`src/rtl/cpu_clk_pkg.sv`:
```
// Shared types and default widths for the CPU slow test clock controller.
// Command opcodes and FSM state encodings are shared by the controller and bench.
package cpu_clk_pkg;

  localparam int DEF_DIV_W = 16;
  localparam int DEF_CNT_W = 16;
  localparam int EDGE_W    = 32;

  typedef enum logic [1:0] {
    OP_HALT  = 2'b00,
    OP_RUN   = 2'b01,
    OP_STEP  = 2'b10,
    OP_BURST = 2'b11
  } clk_op_e;

  typedef enum logic [1:0] {
    ST_IDLE  = 2'b00,
    ST_RUN   = 2'b01,
    ST_BURST = 2'b10,
    ST_DRAIN = 2'b11
  } clk_state_e;

endpackage

```
`src/rtl/cpu_clk_div_core.sv`:
```
// Half-period divide counter with a registered phase bit.
// rise/fall flag the clk edge at which the phase will toggle high/low.
module cpu_clk_div_core
  import cpu_clk_pkg::*;
#(
  parameter int DIV_W = DEF_DIV_W
) (
  input  logic             clk,
  input  logic             rst_n,
  input  logic             en,
  input  logic             clr,
  input  logic [DIV_W-1:0] div,
  output logic             phase,
  output logic             rise,
  output logic             fall
);

  localparam logic [DIV_W-1:0] DIV_ONE = {{(DIV_W-1){1'b0}}, 1'b1};

  logic [DIV_W-1:0] cnt_r;
  logic             phase_r;
  logic             tick_s;

  assign tick_s = en & (cnt_r == div);
  assign rise   = tick_s & ~phase_r;
  assign fall   = tick_s & phase_r;
  assign phase  = phase_r;

  // Divide counter and phase register; clr parks the clock low with cnt=0.
  always_ff @(posedge clk or negedge rst_n) begin
    if (!rst_n) begin
      cnt_r   <= '0;
      phase_r <= 1'b0;
    end else if (clr) begin
      cnt_r   <= '0;
      phase_r <= 1'b0;
    end else if (en) begin
      if (tick_s) begin
        cnt_r   <= '0;
        phase_r <= ~phase_r;
      end else begin
        cnt_r   <= cnt_r + DIV_ONE;
      end
    end else begin
      cnt_r   <= cnt_r;
      phase_r <= phase_r;
    end
  end

endmodule

```
`src/rtl/cpu_clk_ctrl.sv`:
```
// Run/halt/step/burst controller for the CPU slow test clock.
// Owns the command handshake, FSM, burst counter and rising-edge counter.
module cpu_clk_ctrl
  import cpu_clk_pkg::*;
#(
  parameter int DIV_W = DEF_DIV_W,
  parameter int CNT_W = DEF_CNT_W
) (
  input  logic              clk,
  input  logic              rst_n,
  input  logic [DIV_W-1:0]  div_sel,
  input  logic              cmd_valid,
  output logic              cmd_ready,
  input  logic [1:0]        cmd_op,
  input  logic [CNT_W-1:0]  cmd_count,
  output logic              cpu_clk,
  output logic              cpu_ce,
  output logic              busy,
  output logic              done,
  output logic              cmd_err,
  output logic [EDGE_W-1:0] edge_cnt
);

  localparam logic [CNT_W-1:0]  CNT_ONE  = {{(CNT_W-1){1'b0}}, 1'b1};
  localparam logic [EDGE_W-1:0] EDGE_ONE = {{(EDGE_W-1){1'b0}}, 1'b1};

  clk_state_e        state_r, state_nxt_s;
  logic [DIV_W-1:0]  div_r, div_nxt_s;
  logic [CNT_W-1:0]  rem_r, rem_nxt_s;
  logic              natural_r, natural_nxt_s;
  logic              done_r, done_nxt_s;
  logic              err_r, err_nxt_s;
  logic              cpu_ce_r;
  logic [EDGE_W-1:0] edge_cnt_r;
  logic              clr_s, en_s, phase_s, rise_s, fall_s;
  logic              accept_s, park_now_s;
  clk_op_e           op_s;

  assign op_s       = clk_op_e'(cmd_op);
  assign cmd_ready  = (state_r != ST_DRAIN);
  assign accept_s   = cmd_valid & cmd_ready;
  assign en_s       = (state_r != ST_IDLE);
  // A HALT landing on the falling toggle already leaves the clock low, so it parks at once.
  assign park_now_s = fall_s | (~phase_s & ~rise_s);

  cpu_clk_div_core #(.DIV_W(DIV_W)) u_div (
    .clk   (clk),
    .rst_n (rst_n),
    .en    (en_s),
    .clr   (clr_s),
    .div   (div_r),
    .phase (phase_s),
    .rise  (rise_s),
    .fall  (fall_s)
  );

  // Next-state, command decode and completion/error pulse generation.
  always_comb begin
    state_nxt_s   = state_r;
    div_nxt_s     = div_r;
    rem_nxt_s     = rem_r;
    natural_nxt_s = natural_r;
    done_nxt_s    = 1'b0;
    err_nxt_s     = 1'b0;
    clr_s         = 1'b0;
    case (state_r)
      ST_IDLE: begin
        clr_s = 1'b1;
        if (accept_s) begin
          case (op_s)
            OP_RUN: begin
              div_nxt_s   = div_sel;
              state_nxt_s = ST_RUN;
            end
            OP_STEP: begin
              div_nxt_s   = div_sel;
              rem_nxt_s   = CNT_ONE;
              state_nxt_s = ST_BURST;
            end
            OP_BURST: begin
              if (cmd_count != '0) begin
                div_nxt_s   = div_sel;
                rem_nxt_s   = cmd_count;
                state_nxt_s = ST_BURST;
              end else begin
                done_nxt_s  = 1'b1;
              end
            end
            default: begin
              state_nxt_s = ST_IDLE;
            end
          endcase
        end else begin
          state_nxt_s = ST_IDLE;
        end
      end
      ST_RUN, ST_BURST: begin
        if ((state_r == ST_BURST) && rise_s) begin
          rem_nxt_s = rem_r - CNT_ONE;
        end else begin
          rem_nxt_s = rem_r;
        end
        if (accept_s && (op_s == OP_HALT)) begin
          if (park_now_s) begin
            state_nxt_s = ST_IDLE;
            clr_s       = 1'b1;
          end else begin
            state_nxt_s   = ST_DRAIN;
            natural_nxt_s = 1'b0;
          end
        end else begin
          err_nxt_s = accept_s;
          if ((state_r == ST_BURST) && rise_s && (rem_r == CNT_ONE)) begin
            state_nxt_s   = ST_DRAIN;
            natural_nxt_s = 1'b1;
          end else begin
            state_nxt_s = state_r;
          end
        end
      end
      ST_DRAIN: begin
        if (fall_s) begin
          state_nxt_s = ST_IDLE;
          clr_s       = 1'b1;
          done_nxt_s  = natural_r;
        end else begin
          state_nxt_s = ST_DRAIN;
        end
      end
      default: begin
        state_nxt_s = ST_IDLE;
        clr_s       = 1'b1;
      end
    endcase
  end

  // FSM, latched command fields and registered pulse outputs.
  always_ff @(posedge clk or negedge rst_n) begin
    if (!rst_n) begin
      state_r   <= ST_IDLE;
      div_r     <= '0;
      rem_r     <= '0;
      natural_r <= 1'b0;
      done_r    <= 1'b0;
      err_r     <= 1'b0;
      cpu_ce_r  <= 1'b0;
    end else begin
      state_r   <= state_nxt_s;
      div_r     <= div_nxt_s;
      rem_r     <= rem_nxt_s;
      natural_r <= natural_nxt_s;
      done_r    <= done_nxt_s;
      err_r     <= err_nxt_s;
      cpu_ce_r  <= rise_s;
    end
  end

  // Free-running count of cpu_clk rising edges; wraps naturally.
  always_ff @(posedge clk or negedge rst_n) begin
    if (!rst_n) begin
      edge_cnt_r <= '0;
    end else if (rise_s) begin
      edge_cnt_r <= edge_cnt_r + EDGE_ONE;
    end else begin
      edge_cnt_r <= edge_cnt_r;
    end
  end

  assign cpu_clk  = phase_s;
  assign cpu_ce   = cpu_ce_r;
  assign busy     = (state_r != ST_IDLE);
  assign done     = done_r;
  assign cmd_err  = err_r;
  assign edge_cnt = edge_cnt_r;

endmodule

```
`config.mk`:
```
export PLATFORM = sky130hd
export DESIGN_NAME = cpu_clk_ctrl
export DESIGN_NICKNAME = d
export VERILOG_FILES = /design/src/rtl/cpu_clk_pkg.sv /design/src/rtl/cpu_clk_div_core.sv /design/src/rtl/cpu_clk_ctrl.sv
export SDC_FILE = /design/constraint.sdc
export NUM_CORES = 1
export LEC_CHECK = 0
export CAP_MARGIN = 25
export CORE_MARGIN = 2
export CORE_UTILIZATION = 24
export DETAILED_ROUTE_END_ITERATION = 8
export DONT_BUFFER_PORTS = 1
export HOLD_SLACK_MARGIN = 0.08
export PLACE_DENSITY_LB_ADDON = 0.25
export SYNTH_ARGS = -nofsm -noshare
export SYNTH_HDL_FRONTEND = slang
export SYNTH_SLANG_ARGS = --single-unit
```
`constraint.sdc`:
```
create_clock -name clk -period 3.75 [get_ports clk]
set_input_delay 0.5625 -clock clk [delete_from_list [all_inputs] [get_ports clk]]
set_output_delay 0.5625 -clock clk [all_outputs]
set_load 0.01 [all_outputs]
```
Yosys cells after proc, flatten, opt, wreduce, memory -nomap -nowiden
Index checks and enable logic that the tools add are counted.
{"block": "classes", "eq_ne": 17, "bitwise": 8, "n_addsub": 3, "n_reduce_logical": 19, "n_mux": 35}
{"op": "16-bit 2-to-1 mux", "n": 7}
{"op": "16-bit case mux with 2 select lines", "n": 3}
{"op": "32-bit by 1-bit adder with 32-bit output, second input constant", "n": 1}
{"op": "16-bit by 1-bit adder with 16-bit output, second input constant", "n": 1}
{"op": "16-bit by 1-bit == test with 1-bit output, second input constant", "n": 1}
{"op": "16-bit == test", "n": 1}
{"op": "16-bit nonzero test", "n": 1}
{"op": "16-bit by 1-bit subtractor with 16-bit output, second input constant", "n": 1}
{"op": "1-bit 2-to-1 mux", "n": 15}
{"op": "2-bit 2-to-1 mux", "n": 6}
{"op": "2-bit case mux with 3 select lines", "n": 2}
{"op": "2-bit nonzero test", "n": 6}
{"op": "2-bit inequality test, second input constant", "n": 5}
{"op": "2-bit == test, second input constant", "n": 4}
{"op": "3-bit inequality test, second input constant", "n": 2}
{"op": "1-bit AND", "n": 5}
{"op": "5-bit AND reduction", "n": 1}
{"op": "2-bit by 1-bit == test with 1-bit output, second input constant", "n": 2}
{"op": "2-bit zero test", "n": 2}
{"op": "4-bit inequality test, second input constant", "n": 1}
{"op": "2-bit AND reduction", "n": 2}
{"op": "4-bit AND reduction", "n": 1}
{"op": "2-bit OR reduction", "n": 2}
{"op": "1-bit logical AND", "n": 3}
{"op": "6 further kinds", "n": 7}
{"block": "totals", "wordCells": 92, "inputBits": 37, "regBits": 87, "output_inout_bits": 38}

Depth between registers and ports, before layout
Gate-level depths: netlist of run 1.
{"block": "logic_depth", "ltp_word": 11, "depth_mapped": 15, "depth_no_buf": 11}

Hierarchy
A second synthesis of run 1 with hierarchy kept.
{"block": "hier_totals", "hier_cells": 444, "area_unflattened_um2": 4710.8}
{"mod": "cpu_clk_ctrl", "area_each_um2": 3646.0, "seq_area_each_um2": 1751.7, "cells_per_inst": 334, "n_inst": 1}
{"mod": "cpu_clk_div_core", "area_each_um2": 1064.8, "seq_area_each_um2": 425.4, "cells_per_inst": 110, "n_inst": 1}

Worst setup path before layout of run 1
Ideal clock, no wire load.
{"block": "synth_path", "path_type": "reg-to-reg", "startpoint": "reg state_r[0]", "endpoint": "reg edge_cnt_r[22] (netlist: edge_cnt[22])", "path_stages_with_launch": 14, "arrival_ps": 2739, "setup_time_ps": 80, "synth_period_minus_slack_ps": 2819, "path_buffers": 2, "required_time_ps": 3670, "setup_slack_ps": 931, "path_cell_list": "dfrtp_1 -> inv_1 -> ha_1 -> buf_2 -> inv_1 -> nand2_1 -> nor2_1 -> ha_1 -> clkbuf_2 -> and3_1 -> nor3b_1 -> nand2_1 -> nor4_1 -> xnor2_1"}
{"block": "synth_between", "elab_chain_cells": 3}
{"element": "from (decl)", "line": "cpu_clk_ctrl.sv:27", "text": "clk_state_e state_r, state_nxt_s;"}
{"element": "from (signal assigned)", "line": "cpu_clk_ctrl.sv:148", "text": "state_r <= state_nxt_s;"}
{"element": "2-bit nonzero test"}
{"element": "via busy", "line": "cpu_clk_ctrl.sv:18", "text": "output logic busy,"}
{"element": "1-bit AND", "line": "cpu_clk_div_core.sv:24", "text": "assign tick_s = en & (cnt_r == div);"}
{"element": "1-bit AND", "line": "cpu_clk_div_core.sv:25", "text": "assign rise = tick_s & ~phase_r;"}
{"element": "via rise_s", "line": "cpu_clk_ctrl.sv:35", "text": "logic clr_s, en_s, phase_s, rise_s, fall_s;"}
{"element": "to (signal assigned)", "line": "cpu_clk_ctrl.sv:163", "text": "edge_cnt_r <= edge_cnt_r + EDGE_ONE;"}
{"element": "to (signal assigned)", "line": "cpu_clk_ctrl.sv:165", "text": "edge_cnt_r <= edge_cnt_r;"}
{"element": "to (decl)", "line": "cpu_clk_ctrl.sv:34", "text": "logic [EDGE_W-1:0] edge_cnt_r;"}
The timed path passes the listed nets, and every way through them passes these cells.
A chain may end at the register's enable or synchronous reset.

Worst setup path in the final report of run 1
{"block": "layout_path", "startpoint": "reg u_div.cnt_r[7]", "endpoint": "reg edge_cnt_r[22] (netlist: edge_cnt[22])"}
{"block": "layout_between", "elab_chain_cells": 3}
{"element": "from (decl)", "line": "cpu_clk_div_core.sv:20", "text": "logic [DIV_W-1:0] cnt_r;"}
{"element": "from (signal assigned)", "line": "cpu_clk_div_core.sv:42", "text": "cnt_r <= cnt_r + DIV_ONE;"}
{"element": "from (signal assigned)", "line": "cpu_clk_div_core.sv:45", "text": "cnt_r <= cnt_r;"}
{"element": "16-bit == test", "line": "cpu_clk_div_core.sv:24"}
{"element": "1-bit AND", "line": "cpu_clk_div_core.sv:24"}
{"element": "1-bit AND", "line": "cpu_clk_div_core.sv:25"}
{"element": "via rise_s", "line": "cpu_clk_ctrl.sv:35"}
The timed path passes the listed nets, and every way through them passes these cells.

==> metrics.cfg, run 1 <==
[synth]
synth_seq_cells = 87
ys.flop_type = sky130_fd_sc_hd__dfrtp_1
synth_edf_count = 0
ys_seq_area_share_pct = 46.98
synth.top_cells.by_area = sky130_fd_sc_hd__dfrtp_1 47%, sky130_fd_sc_hd__xor2_1 7.0%, sky130_fd_sc_hd__xnor2_1 4.3%
yosys_warnings = 0
synth.distinct_cells = 61
syn_area_per_cell_um2 = 10.19
cell_type_with_the_largest_total_area_after_synthesis = sky130_fd_sc_hd__dfrtp_1
postSynthCellCount = 455
synthesis.nets = 502
async_reset_ff_share_pct = 100.0
synthesis.area_um2 = 4634
synthDominantCellAreaShare_pct = 46.98

[route]
routed_wire_length_per_instance_um = 16.14
detail_route.vias_per_cell = 4.791
drc = 0
drt_wl_total_um = 11670
postRouteAntennaNets = 0
firstDrtPassIters = 4
drt_iter0_drc = 195
dr_total_vias = 3464

[die]
rows = 50
floorplan.initialDensity_pct = 24.61
core-area_um2 = 18830
top_level_port_count = 75
die_h_um = 143.0
die_w_um = 143.0
floorplan.die_area_um2 = 20440

[clock_tree]
clkSinkCount = 87
clock_latency_ns = 0.34
cts.repair_timing.setup_buffer_count = 0
numCtsBuffers = 9
cts-root-buf = sky130_fd_sc_hd__clkbuf_16
cts_tree = yes
cts-htree-levels = 3
clk_pin_slew_worst_paths_ns = 0.07
max-clock-path-buffers = 2

[cells_and_area]
final_core_utilization_pct = 28.27
layout_area_overhead_pct = 14.85
layout-drive-gt1-share_pct = 11.02
final_nets = 505
layout_commonest_cell = sky130_fd_sc_hd__dfrtp_1
post_route_cell_area_um2 = 5323
final_cell_mix = 87 x sky130_fd_sc_hd__dfrtp_1, 37 x sky130_fd_sc_hd__xor2_1, 36 x sky130_fd_sc_hd__nor2_1, 31 x sky130_fd_sc_hd__nand2_1, 23 x sky130_fd_sc_hd__xnor2_1
insertedDiodeCount = 0

[worst_setup_path]
critPathSlowestCell = sky130_fd_sc_hd__dfrtp_1
critical-path-top-delay-family = simple AND/OR/NAND/NOR gates
reg2reg_depth = 12
stage_delay_of_the_slowest_cell_on_the_critical_path_ns = 0.43
crit_path_start = u_div.cnt_r[7]$_DFFE_PN0P_
crit_buf_inv = 2
endpoint = edge_cnt[22]$_DFFE_PN0N_
critical_path.endpoint_type = flip-flop
rr_startpoint = u_div.cnt_r[7]$_DFFE_PN0P_
r2r-end = edge_cnt[22]$_DFFE_PN0N_
regToRegSetupSlack_ns = 0.63
worst-setup-path-type = flip-flop to flip-flop
worstPathRequired_ns = 4.02
setup.worst_path.start_class = flip-flop
critical_path_depth = 12
crit_path_cell_trace = xor2_1 -> nor4_1 -> nand4_1 -> nor2_1 -> ha_1 -> buf_4 -> and3_1 -> nor3b_1 -> buf_4 -> nand2_1 -> nor4_1 -> xnor2_1
worstPathArrival_ns = 3.39
critical_path_peak_fanout = 7

[sta]
count_of_final_hold_check_violations = 0
final_min_period_over_clock_period_pct = 83.07
post-route-min-period_ns = 3.115
slew-limit-headroom_pct = 45.79
unrepaired_setup_endpoints_after_global_routing = false
fin_worst_skew_ns = 0.008731
slew_of_the_pin_with_the_lowest_slew_margin_ns = 0.8101
totalNegativeSetupSlack_ns = 0
drv_slew = 0
achievable-frequency_mhz = 321.0
setup_viol = 0

[power_and_ir_drop]
irDropWorstVdd_mv = 0.2850
power_leakage_nw = 2.208
p_total_w = 0.003505
cellPowerDensity_nw_per_um2 = 658.5

[grt]
grt_start_max_net_pins = 88
grt_antenna_before_repair = 1
global_route_wire_length_before_repair_um = 19220
grtUsageTotal_pct = 12.01
congestion_overflow_gr = 0
first_global_vias = 3615

[place]
place.port_buffers = 0
place.gp.congestion = 0.8405
post-dp-hpwl_um = 8463
postPlaceCellArea_um2 = 4940

[run_status]
outcome = complete, no violations

[worst_hold_path]
holdCritPathClass = input port to asynchronous set/reset pin

[flow_run]
drv_cap = 0

[cells by family (layout without fill, tap and decap cells)]
family	after synthesis	count (layout)	share of synthesized area, %
adder cells (fa/ha/maj)	10	10	2.700
flip-flops	87	87	46.98
AO/OA/AOI/OAI	79	79	12.26
multiplexers	19	19	4.563
buffers and inverters	37	45	3.428
XOR/XNOR	60	60	11.34
AND/OR/NAND/NOR	163	163	18.74
[Yosys cell counts (all sizes together), types with 2 or more instances]
master and count:
a211o 3, a21oi 13, a221o 4, a22oi 2, a31oi 6, a32oi 5
a41oi 2, and2 4, and3 5, and4 5, buf 5, clkbuf 12
dfrtp 87, ha 10, inv 20, mux2 17, mux2i 2, nand2 31
nand3 17, nand3b 4, nand4 16, nor2 36, nor2b 2, nor3 15
nor4 13, o211ai 4, o21ai 24, o311ai 2, o31ai 3, or3 5
or4 3, xnor2 23, xor2 37
[cell type report]
class | instances | area [um^2]
Tap cell | 260 | 325.3
Sequential cell | 87 | 2177
Timing Repair Buffer | 9 | 91.34
Clock buffer | 9 | 225.2
Fill cell | 1960 | 13510
Inverter | 20 | 75.07
Clock inverter | 7 | 125.1
Multi-Input combinational cell | 331 | 2303
[worst min-delay path by stage]
stage / to / slack [ns] / cells past startpoint / startpoint
6_report: rem_r[6]$_DFFE_PN0P_ / 0.09 / 1 / rst_n
4_1_cts: rem_r[13]$_DFFE_PN0P_ / 0.13 / 1 / rst_n
5_1_grt: rem_r[14]$_DFFE_PN0P_ / 0.12 / 1 / rst_n
3_5_place_dp: rem_r[14]$_DFFE_PN0P_ / 0.27 / 0 / rst_n
3_3_place_gp: rem_r[14]$_DFFE_PN0P_ / 0.27 / 0 / rst_n
2_1_floorplan: cmd_err$_DFF_PN0_ / 0.27 / 0 / rst_n
[through the flow]
stage	cells	setup slack, ns	hold slack [ns]
2_1_floorplan	455	0.9310	0.2669
4_1_cts	723	0.4391	0.1294
3_3_place_gp	705	0.5153	0.2700
3_5_place_dp	706	0.4349	0.2701
5_1_grt	723	0.2075	0.1152
6_report	723	0.6349	0.09383
[state kept, by name (all words and copies together) (netlist names), 2 cells and up]
register / count
rem_r: 16
edge_cnt: 32
div_r: 16
u_div.cnt_r: 16
state_r: 2
[power breakdown]
group          switching [W]  leakage (nW)  internal, W
registers           0.000187          1.14      0.00112
clock network       0.000410         0.171     0.000660
logic               0.000670         0.895     0.000454
[layer usage]
metal	vias up	track usage (%)	wire length [um]
met1	1687	16.12	5610
li1	1650	-	-
met3	6	4.527	857
met5	-	0	11
met4	2	3.439	59
met2	119	18.01	5127
[timing repair]
action	4_1_cts	5_1_grt
endpoints found under the hold margin	87	0
hold buffers	1	0
setup endpoints to repair	0	1
gates resized for setup	0	1
No activity file was read; power rests on OpenSTA's default activity.
==> run 2, diff against run 1 <==
==> constraint.sdc (replaced) <==
create_clock -name clk -period 2.7 [get_ports clk]
set_input_delay 0.405 -clock clk [delete_from_list [all_inputs] [get_ports clk]]
set_output_delay 0.405 -clock clk [all_outputs]
set_load 0.01 [all_outputs]
==> run 2 against run 1 <==
The flow now finishes with violations (setup timing); critical path depth rose by 1; utilization rose by 3.3 points; register-to-register slack got worse by 0.70 ns; first-iteration DRC count rose by 8.7%; routed wire length rose by 3.9%; die area did not move; flip-flop and latch count did not move; total power rose by 50%; fmax rose by 13%; critical endpoint is now edge_cnt[25]$_DFFE_PN0N_; largest cell class unchanged.
==> metrics.cfg, run 2 (same netlist as run 1, synthesis figures left out) <==
[sta]
slew_of_the_pin_with_the_lowest_slew_margin_ns = 0.5481  ; was 0.8101 ns
drv_slew = 0  ; unchanged
achievable-frequency_mhz = 361.8  ; was 321.0 MHz
post-route-min-period_ns = 2.764  ; was 3.115 ns
slew-limit-headroom_pct = 63.16  ; was 45.79%
fin_ws_ns = -0.06402  ; was 0.6349 ns
setup_viol = 9  ; was 0
final_min_period_over_clock_period_pct = 102.4  ; was 83.07%
count_of_final_hold_check_violations = 0  ; unchanged
fin_worst_skew_ns = 0.01092  ; was 0.008731 ns
unrepaired_setup_endpoints_after_global_routing = true  ; was false
timing.hold.ws_ns = 0.1960  ; was 0.09383 ns

[route]
drc = 0  ; unchanged
routed_wire_length_per_instance_um = 15.62  ; was 16.14 um
postRouteAntennaNets = 0  ; unchanged
drt_wl_total_um = 12120  ; was 11670 um
dr_total_vias = 3673  ; was 3464
drt_iter0_drc = 212  ; was 195
detail_route.vias_per_cell = 4.733  ; was 4.791
firstDrtPassIters = 4  ; unchanged

[die]
core-area_um2 = 18830  ; unchanged
top_level_port_count = 75  ; unchanged
rows = 50  ; unchanged
die_h_um = 143.0  ; unchanged
die_w_um = 143.0  ; unchanged
floorplan.die_area_um2 = 20440  ; unchanged
floorplan.initialDensity_pct = 24.61  ; unchanged

[power_and_ir_drop]
switching_share_pct = 37.12  ; was 36.16%
irDropWorstVdd_mv = 0.4133  ; was 0.2850 mV
internal_power_w = 0.003310  ; was 0.002237 W
power_switching_w = 0.001954  ; was 0.001268 W
power.share.combinational_pct = 40.2  ; was 32.1%
cellPowerDensity_nw_per_um2 = 885.0  ; was 658.5 nW/um^2
power_leakage_nw = 2.517  ; was 2.208 nW
clock_network_power_share_pct = 25.3  ; was 30.5%
power_frac_seq_pct = 34.5  ; was 37.4%

[grt]
grtUsageTotal_pct = 12.13  ; was 12.01%
grt_antenna_before_repair = 0  ; was 1
first_global_vias = 3644  ; was 3615
grt_start_max_net_pins = 88  ; unchanged
congestion_overflow_gr = 0  ; unchanged
global_route_wire_length_before_repair_um = 19390  ; was 19220 um

[cells_and_area]
final_cell_mix = 87 x sky130_fd_sc_hd__dfrtp_1, 48 x sky130_fd_sc_hd__buf_4, 37 x sky130_fd_sc_hd__xor2_1, 32 x sky130_fd_sc_hd__nor2_1, 30 x sky130_fd_sc_hd__nand2_1  ; was 87 x sky130_fd_sc_hd__dfrtp_1, 37 x sky130_fd_sc_hd__xor2_1, 36 x sky130_fd_sc_hd__nor2_1, 31 x sky130_fd_sc_hd__nand2_1, 23 x sky130_fd_sc_hd__xnor2_1
insertedDiodeCount = 0  ; unchanged
seq_area_um2 = 2177  ; unchanged
layout-drive-gt1-share_pct = 26.74  ; was 11.02%
multi_input_comb_area_um2 = 2524  ; was 2303 um^2
final_nets = 558  ; was 505
layout_commonest_cell = sky130_fd_sc_hd__dfrtp_1  ; unchanged
largest_register_ffs = 32  ; unchanged
final_cell_count_no_fill = 776  ; was 723
layout_area_overhead_pct = 28.35  ; was 14.85%
layout.filler_cells = 1950  ; was 1960

[place]
place.port_buffers = 0  ; unchanged
placed_cells_incl_taps = 744  ; was 706
post-dp-hpwl_um = 8615  ; was 8463 um
place.gp.congestion = 0.8496  ; was 0.8405

[clock_tree]
numCtsBuffers = 9  ; unchanged
clkSinkCount = 87  ; unchanged
max-clock-path-buffers = 2  ; unchanged
clk_pin_slew_worst_paths_ns = 0.07  ; about the same
cts-htree-levels = 3  ; unchanged
cts-root-buf = sky130_fd_sc_hd__clkbuf_16  ; unchanged
cts_tree = yes  ; unchanged
clock_latency_ns = 0.35  ; was 0.34 ns

[worst_setup_path]
worstPathArrival_ns = 3.04  ; was 3.39 ns
worstPathRequired_ns = 2.98  ; was 4.02 ns
critical_path_peak_fanout = 3  ; was 7
critical_path.endpoint_type = flip-flop  ; unchanged
setup.worst_path.start_class = flip-flop  ; unchanged
worst-setup-path-type = flip-flop to flip-flop  ; unchanged

[run_status]
outcome = finished, violations left  ; was complete, no violations
violations = setup timing

[flow_run]
drv_cap = 0  ; unchanged

[worst_hold_path]
holdCritPathClass = input port to flip-flop  ; was input port to asynchronous set/reset pin

[run 2: cell types whose count changed in the layout (fill, tap and decap cells not counted), sizes merged]
| cell | before | now |
|---|---|---|
| buf | 9 | 59 |
| bufinv | 3 | 1 |
| inv | 23 | 25 |
| o21ai | 24 | 26 |
| clkinv | 1 | 0 |
| clkinvlp | 0 | 1 |
| dlygate4sd3 | 0 | 1 |
[run 2: through the flow]
stage | total power (W) | utilization (%) | TNS [ns] | setup WS [ns] | instance area [um^2]
detailed placement | 0.003603 | 27.87 | -8.245 | -0.3603 | 5249
floorplan | 0.002982 | - | 0 | 0.04820 | 4649
global route | 0.005624 | 31.59 | -4.549 | -0.2741 | 5948
global placement | 0.003584 | 27.87 | -7.166 | -0.3304 | 5249
finish | 0.005264 | 31.59 | -0.2966 | -0.06402 | 5948
CTS | 0.005166 | 30.51 | -0.9075 | -0.09709 | 5746
[run 2: final cells by class]
type,count,share of cell area [%]
Timing Repair Buffer,60,9.003
Multi-Input combinational cell,333,42.43
Clock inverter,7,1.451
Sequential cell,87,36.60
Tap cell,260,5.469
Clock buffer,9,3.786
Inverter,20,1.262
[run 2: power groups by stage]
stage	clock network, W	registers, W	logic (W)
finish	0.00133	0.00181	0.00212
global route	0.00143	0.00186	0.00233
CTS	0.00137	0.00181	0.00198
detailed placement	0	0.00183	0.00177
global placement	0	0.00183	0.00176
floorplan	0	0.00176	0.00123
[run 2: timing repair]
action / 4_1_cts / 5_1_grt
pin swaps: 11 / 20
gates cloned: 3 / 0
hold endpoints to repair: 87 / 0
hold buffers: 2 / 0
gates resized for setup: 24 / 37
endpoints found under the setup margin: 50 / 51
buffers inserted: 4 / 8
[run 2: path summary, 6_finish.rpt]
check / endpoint / cells past startpoint / slack (ns) / from
min in group asynchronous: div_r[12]$_DFFE_PN0P_ / 2 / 0.66 / rst_n
max reg2reg: edge_cnt[25]$_DFFE_PN0N_ / 13 / -0.06 / u_div.cnt_r[3]$_DFFE_PN0P_
min reg2reg: rem_r[14]$_DFFE_PN0P_ / 2 / 0.53 / rem_r[14]$_DFFE_PN0P_
min: rem_r[8]$_DFFE_PN0P_ / 1 / 0.20 / cmd_count[8]
max in group asynchronous: rem_r[3]$_DFFE_PN0P_ / 2 / 1.69 / rst_n
max: edge_cnt[25]$_DFFE_PN0N_ / 13 / -0.06 / u_div.cnt_r[3]$_DFFE_PN0P_
[run 2: critical path: stages, from the launching register on]
cell	delay, ns
sky130_fd_sc_hd__dfrtp_1	0.40
sky130_fd_sc_hd__xor2_1	0.17
sky130_fd_sc_hd__nor4_2	0.39
sky130_fd_sc_hd__nand4_1	0.21
sky130_fd_sc_hd__nor2_2	0.16
sky130_fd_sc_hd__ha_2	0.20
sky130_fd_sc_hd__buf_6	0.09
sky130_fd_sc_hd__buf_6	0.08
sky130_fd_sc_hd__nand4_1	0.13
sky130_fd_sc_hd__nor3_2	0.19
sky130_fd_sc_hd__nand4_1	0.23
sky130_fd_sc_hd__buf_6	0.22
sky130_fd_sc_hd__nor2_2	0.08
sky130_fd_sc_hd__xor2_1	0.15
[run 2: per-layer routing]
metal	vias to the layer above	GRT usage, %	wire length, um
met3	15	3.823	923
li1	1758	-	-
met5	-	0	0
met4	0	4.065	139
met1	1780	16.20	5509
met2	120	18.56	5547
==> run 3, diff against run 2 <==
--- a/config.mk
+++ b/config.mk
@@ -12,6 +12,7 @@
 export DONT_BUFFER_PORTS = 1
 export HOLD_SLACK_MARGIN = 0.08
 export PLACE_DENSITY_LB_ADDON = 0.25
+export SKIP_LAST_GASP = 1
 export SYNTH_ARGS = -nofsm -noshare
 export SYNTH_HDL_FRONTEND = slang
 export SYNTH_SLANG_ARGS = --single-unit
==> run 3 against run 2 <==
The run still ends with setup timing left; clock power is essentially flat; fmax is essentially flat; worst setup slack is essentially flat; design area is the same; combinational power is essentially flat; sequential share of layout area is the same; largest power group unchanged; die area is the same; final cell count is the same; total power grew 0.23%; global-route usage is the same.
==> metrics.cfg, run 3 (same netlist as run 1, synthesis figures left out) <==
[worst_setup_path]
worst-setup-path-type = flip-flop to flip-flop  ; unchanged
critical-path-top-delay-family = simple AND/OR/NAND/NOR gates  ; unchanged
stage_delay_of_the_slowest_cell_on_the_critical_path_ns = 0.40  ; about the same
worstPathRequired_ns = 2.98  ; about the same
critPathSlowestCell = sky130_fd_sc_hd__dfrtp_1  ; unchanged
crit_buf_inv = 3  ; unchanged
crit_path_cell_trace = xor2_1 -> nor4_2 -> nand4_1 -> nor2_2 -> ha_2 -> buf_6 -> buf_6 -> nand4_1 -> nor3_2 -> nand4_1 -> buf_6 -> nor2_2 -> xor2_1  ; unchanged
setup.worst_path.start_class = flip-flop  ; unchanged
critical_path_peak_fanout = 3  ; unchanged
critical_path.endpoint_type = flip-flop  ; unchanged
worstPathArrival_ns = 3.04  ; about the same

[sta]
post-route-min-period_ns = 2.764  ; about the same
final_min_period_over_clock_period_pct = 102.4  ; about the same
timing.hold.ws_ns = 0.1934  ; was 0.1960 ns
achievable-frequency_mhz = 361.7  ; was 361.8 MHz
fin_worst_skew_ns = 0.01050  ; was 0.01092 ns
setup_viol = 11  ; was 9
fin_ws_ns = -0.06440  ; was -0.06402 ns
count_of_final_hold_check_violations = 0  ; unchanged
slew-limit-headroom_pct = 64.55  ; was 63.16%
slew_of_the_pin_with_the_lowest_slew_margin_ns = 0.5244  ; was 0.5481 ns
drv_slew = 0  ; unchanged
unrepaired_setup_endpoints_after_global_routing = true  ; unchanged

[grt]
first_global_vias = 3644  ; unchanged
congestion_overflow_gr = 0  ; unchanged
grt_antenna_before_repair = 0  ; unchanged
grt.met2_usage_pct = 18.56  ; unchanged
met1_grt_util_pct = 16.20  ; unchanged
global_route_wire_length_before_repair_um = 19390  ; unchanged
gr-max-usage-layer = met2  ; unchanged
grt_start_max_net_pins = 88  ; unchanged
global_route.usage.met3_pct = 3.823  ; unchanged
grtUsageTotal_pct = 12.13  ; unchanged

[route]
dr_total_vias = 3653  ; was 3673
drt_wl_total_um = 12160  ; was 12120 um
postRouteAntennaNets = 0  ; unchanged
firstDrtPassIters = 4  ; unchanged
drc = 0  ; unchanged
detail_route.vias_per_cell = 4.707  ; was 4.733
drt_iter0_drc = 212  ; unchanged
routed_wire_length_per_instance_um = 15.67  ; was 15.62 um

[cells_and_area]
post_route_cell_area_um2 = 5948  ; unchanged
largest_register_ffs = 32  ; unchanged
layout_commonest_cell = sky130_fd_sc_hd__dfrtp_1  ; unchanged
layout_area_overhead_pct = 28.35  ; unchanged
final_nets = 558  ; unchanged
final_cell_count_no_fill = 776  ; unchanged
layout.filler_cells = 1950  ; unchanged
insertedDiodeCount = 0  ; unchanged
final_cell_mix = 87 x sky130_fd_sc_hd__dfrtp_1, 48 x sky130_fd_sc_hd__buf_4, 37 x sky130_fd_sc_hd__xor2_1, 32 x sky130_fd_sc_hd__nor2_1, 30 x sky130_fd_sc_hd__nand2_1  ; unchanged
final_core_utilization_pct = 31.59  ; unchanged
layout-drive-gt1-share_pct = 26.74  ; unchanged

[clock_tree]
clock_latency_ns = 0.35  ; about the same
cts-htree-levels = 3  ; unchanged
numCtsBuffers = 9  ; unchanged
cts_tree = yes  ; unchanged
max-clock-path-buffers = 2  ; unchanged
cts-root-buf = sky130_fd_sc_hd__clkbuf_16  ; unchanged
clkSinkCount = 87  ; unchanged
clk_pin_slew_worst_paths_ns = 0.07  ; about the same

[die]
floorplan.die_area_um2 = 20440  ; unchanged
rows = 50  ; unchanged
top_level_port_count = 75  ; unchanged
die_w_um = 143.0  ; unchanged
core-area_um2 = 18830  ; unchanged
floorplan.initialDensity_pct = 24.61  ; unchanged
die_h_um = 143.0  ; unchanged

[flow_run]
drv_cap = 0  ; unchanged

[run_status]
outcome = finished, violations left  ; unchanged
violations = setup timing  ; unchanged

[place]
post-dp-hpwl_um = 8615  ; unchanged
postPlaceCellArea_um2 = 5249  ; unchanged
place.port_buffers = 0  ; unchanged
place.gp.congestion = 0.8496  ; unchanged
placed_cells_incl_taps = 744  ; unchanged

[power_and_ir_drop]
power_leakage_nw = 2.517  ; about the same
irDropWorstVdd_mv = 0.4133  ; unchanged
cellPowerDensity_nw_per_um2 = 887.0  ; was 885.0 nW/um^2

[worst_hold_path]
holdCritPathClass = input port to flip-flop  ; unchanged

## run 3: final timing paths
check | start | endpoint | slack [ns] | cells past startpoint
worst min register to register | rem_r[14]$_DFFE_PN0P_ | rem_r[14]$_DFFE_PN0P_ | 0.53 | 2
worst min-delay path | cmd_count[8] | rem_r[8]$_DFFE_PN0P_ | 0.19 | 1
worst max-delay path | u_div.cnt_r[3]$_DFFE_PN0P_ | edge_cnt[25]$_DFFE_PN0N_ | -0.06 | 13
worst max register to register | u_div.cnt_r[3]$_DFFE_PN0P_ | edge_cnt[25]$_DFFE_PN0N_ | -0.06 | 13
min in group asynchronous | rst_n | div_r[12]$_DFFE_PN0P_ | 0.66 | 2
max in group asynchronous | rst_n | rem_r[2]$_DFFE_PN0P_ | 1.70 | 2
## run 3: per-stage QoR
step	power [W]	TNS, ns	worst slack [ns]
4_1_cts	0.005160	-1.204	-0.09709
3_3_place_gp	0.003584	-7.166	-0.3304
3_5_place_dp	0.003603	-8.245	-0.3603
5_1_grt	0.005625	-4.586	-0.2741
2_1_floorplan	0.002982	0	0.04820
6_report	0.005276	-0.3240	-0.06440
## run 3: final cells by class
type / count / area, um^2 / area share [%]
Timing Repair Buffer: 60 / 535.5 / 9.003
Multi-Input combinational cell: 333 / 2524 / 42.43
Inverter: 20 / 75.07 / 1.262
Tap cell: 260 / 325.3 / 5.469
Sequential cell: 87 / 2177 / 36.60
Clock inverter: 7 / 86.33 / 1.451
Clock buffer: 9 / 225.2 / 3.786
## run 3: timing repair
action	in CTS	in global routing
buffers inserted	4	8
resized for setup	22	39
hold buffers	2	0
pin swaps	11	19
gates cloned	3	0
endpoints found under the setup margin	50	51
hold endpoints to repair	87	0
## run 3: per-layer routing
metal	wire length [um]	vias up
met5	0	-
met4	159	0
met3	857	15
met2	5561	99
met1	5580	1781
li1	-	1758
## run 3: report_power, final
| group | internal, W | switching (W) | total, W |
|---|---|---|---|
| clock network | 0.000741 | 0.000594 | 0.00134 |
| registers | 0.00156 | 0.000255 | 0.00182 |
| logic | 0.00101 | 0.00112 | 0.00213 |
| total | 0.00331 | 0.00197 | 0.00528 |
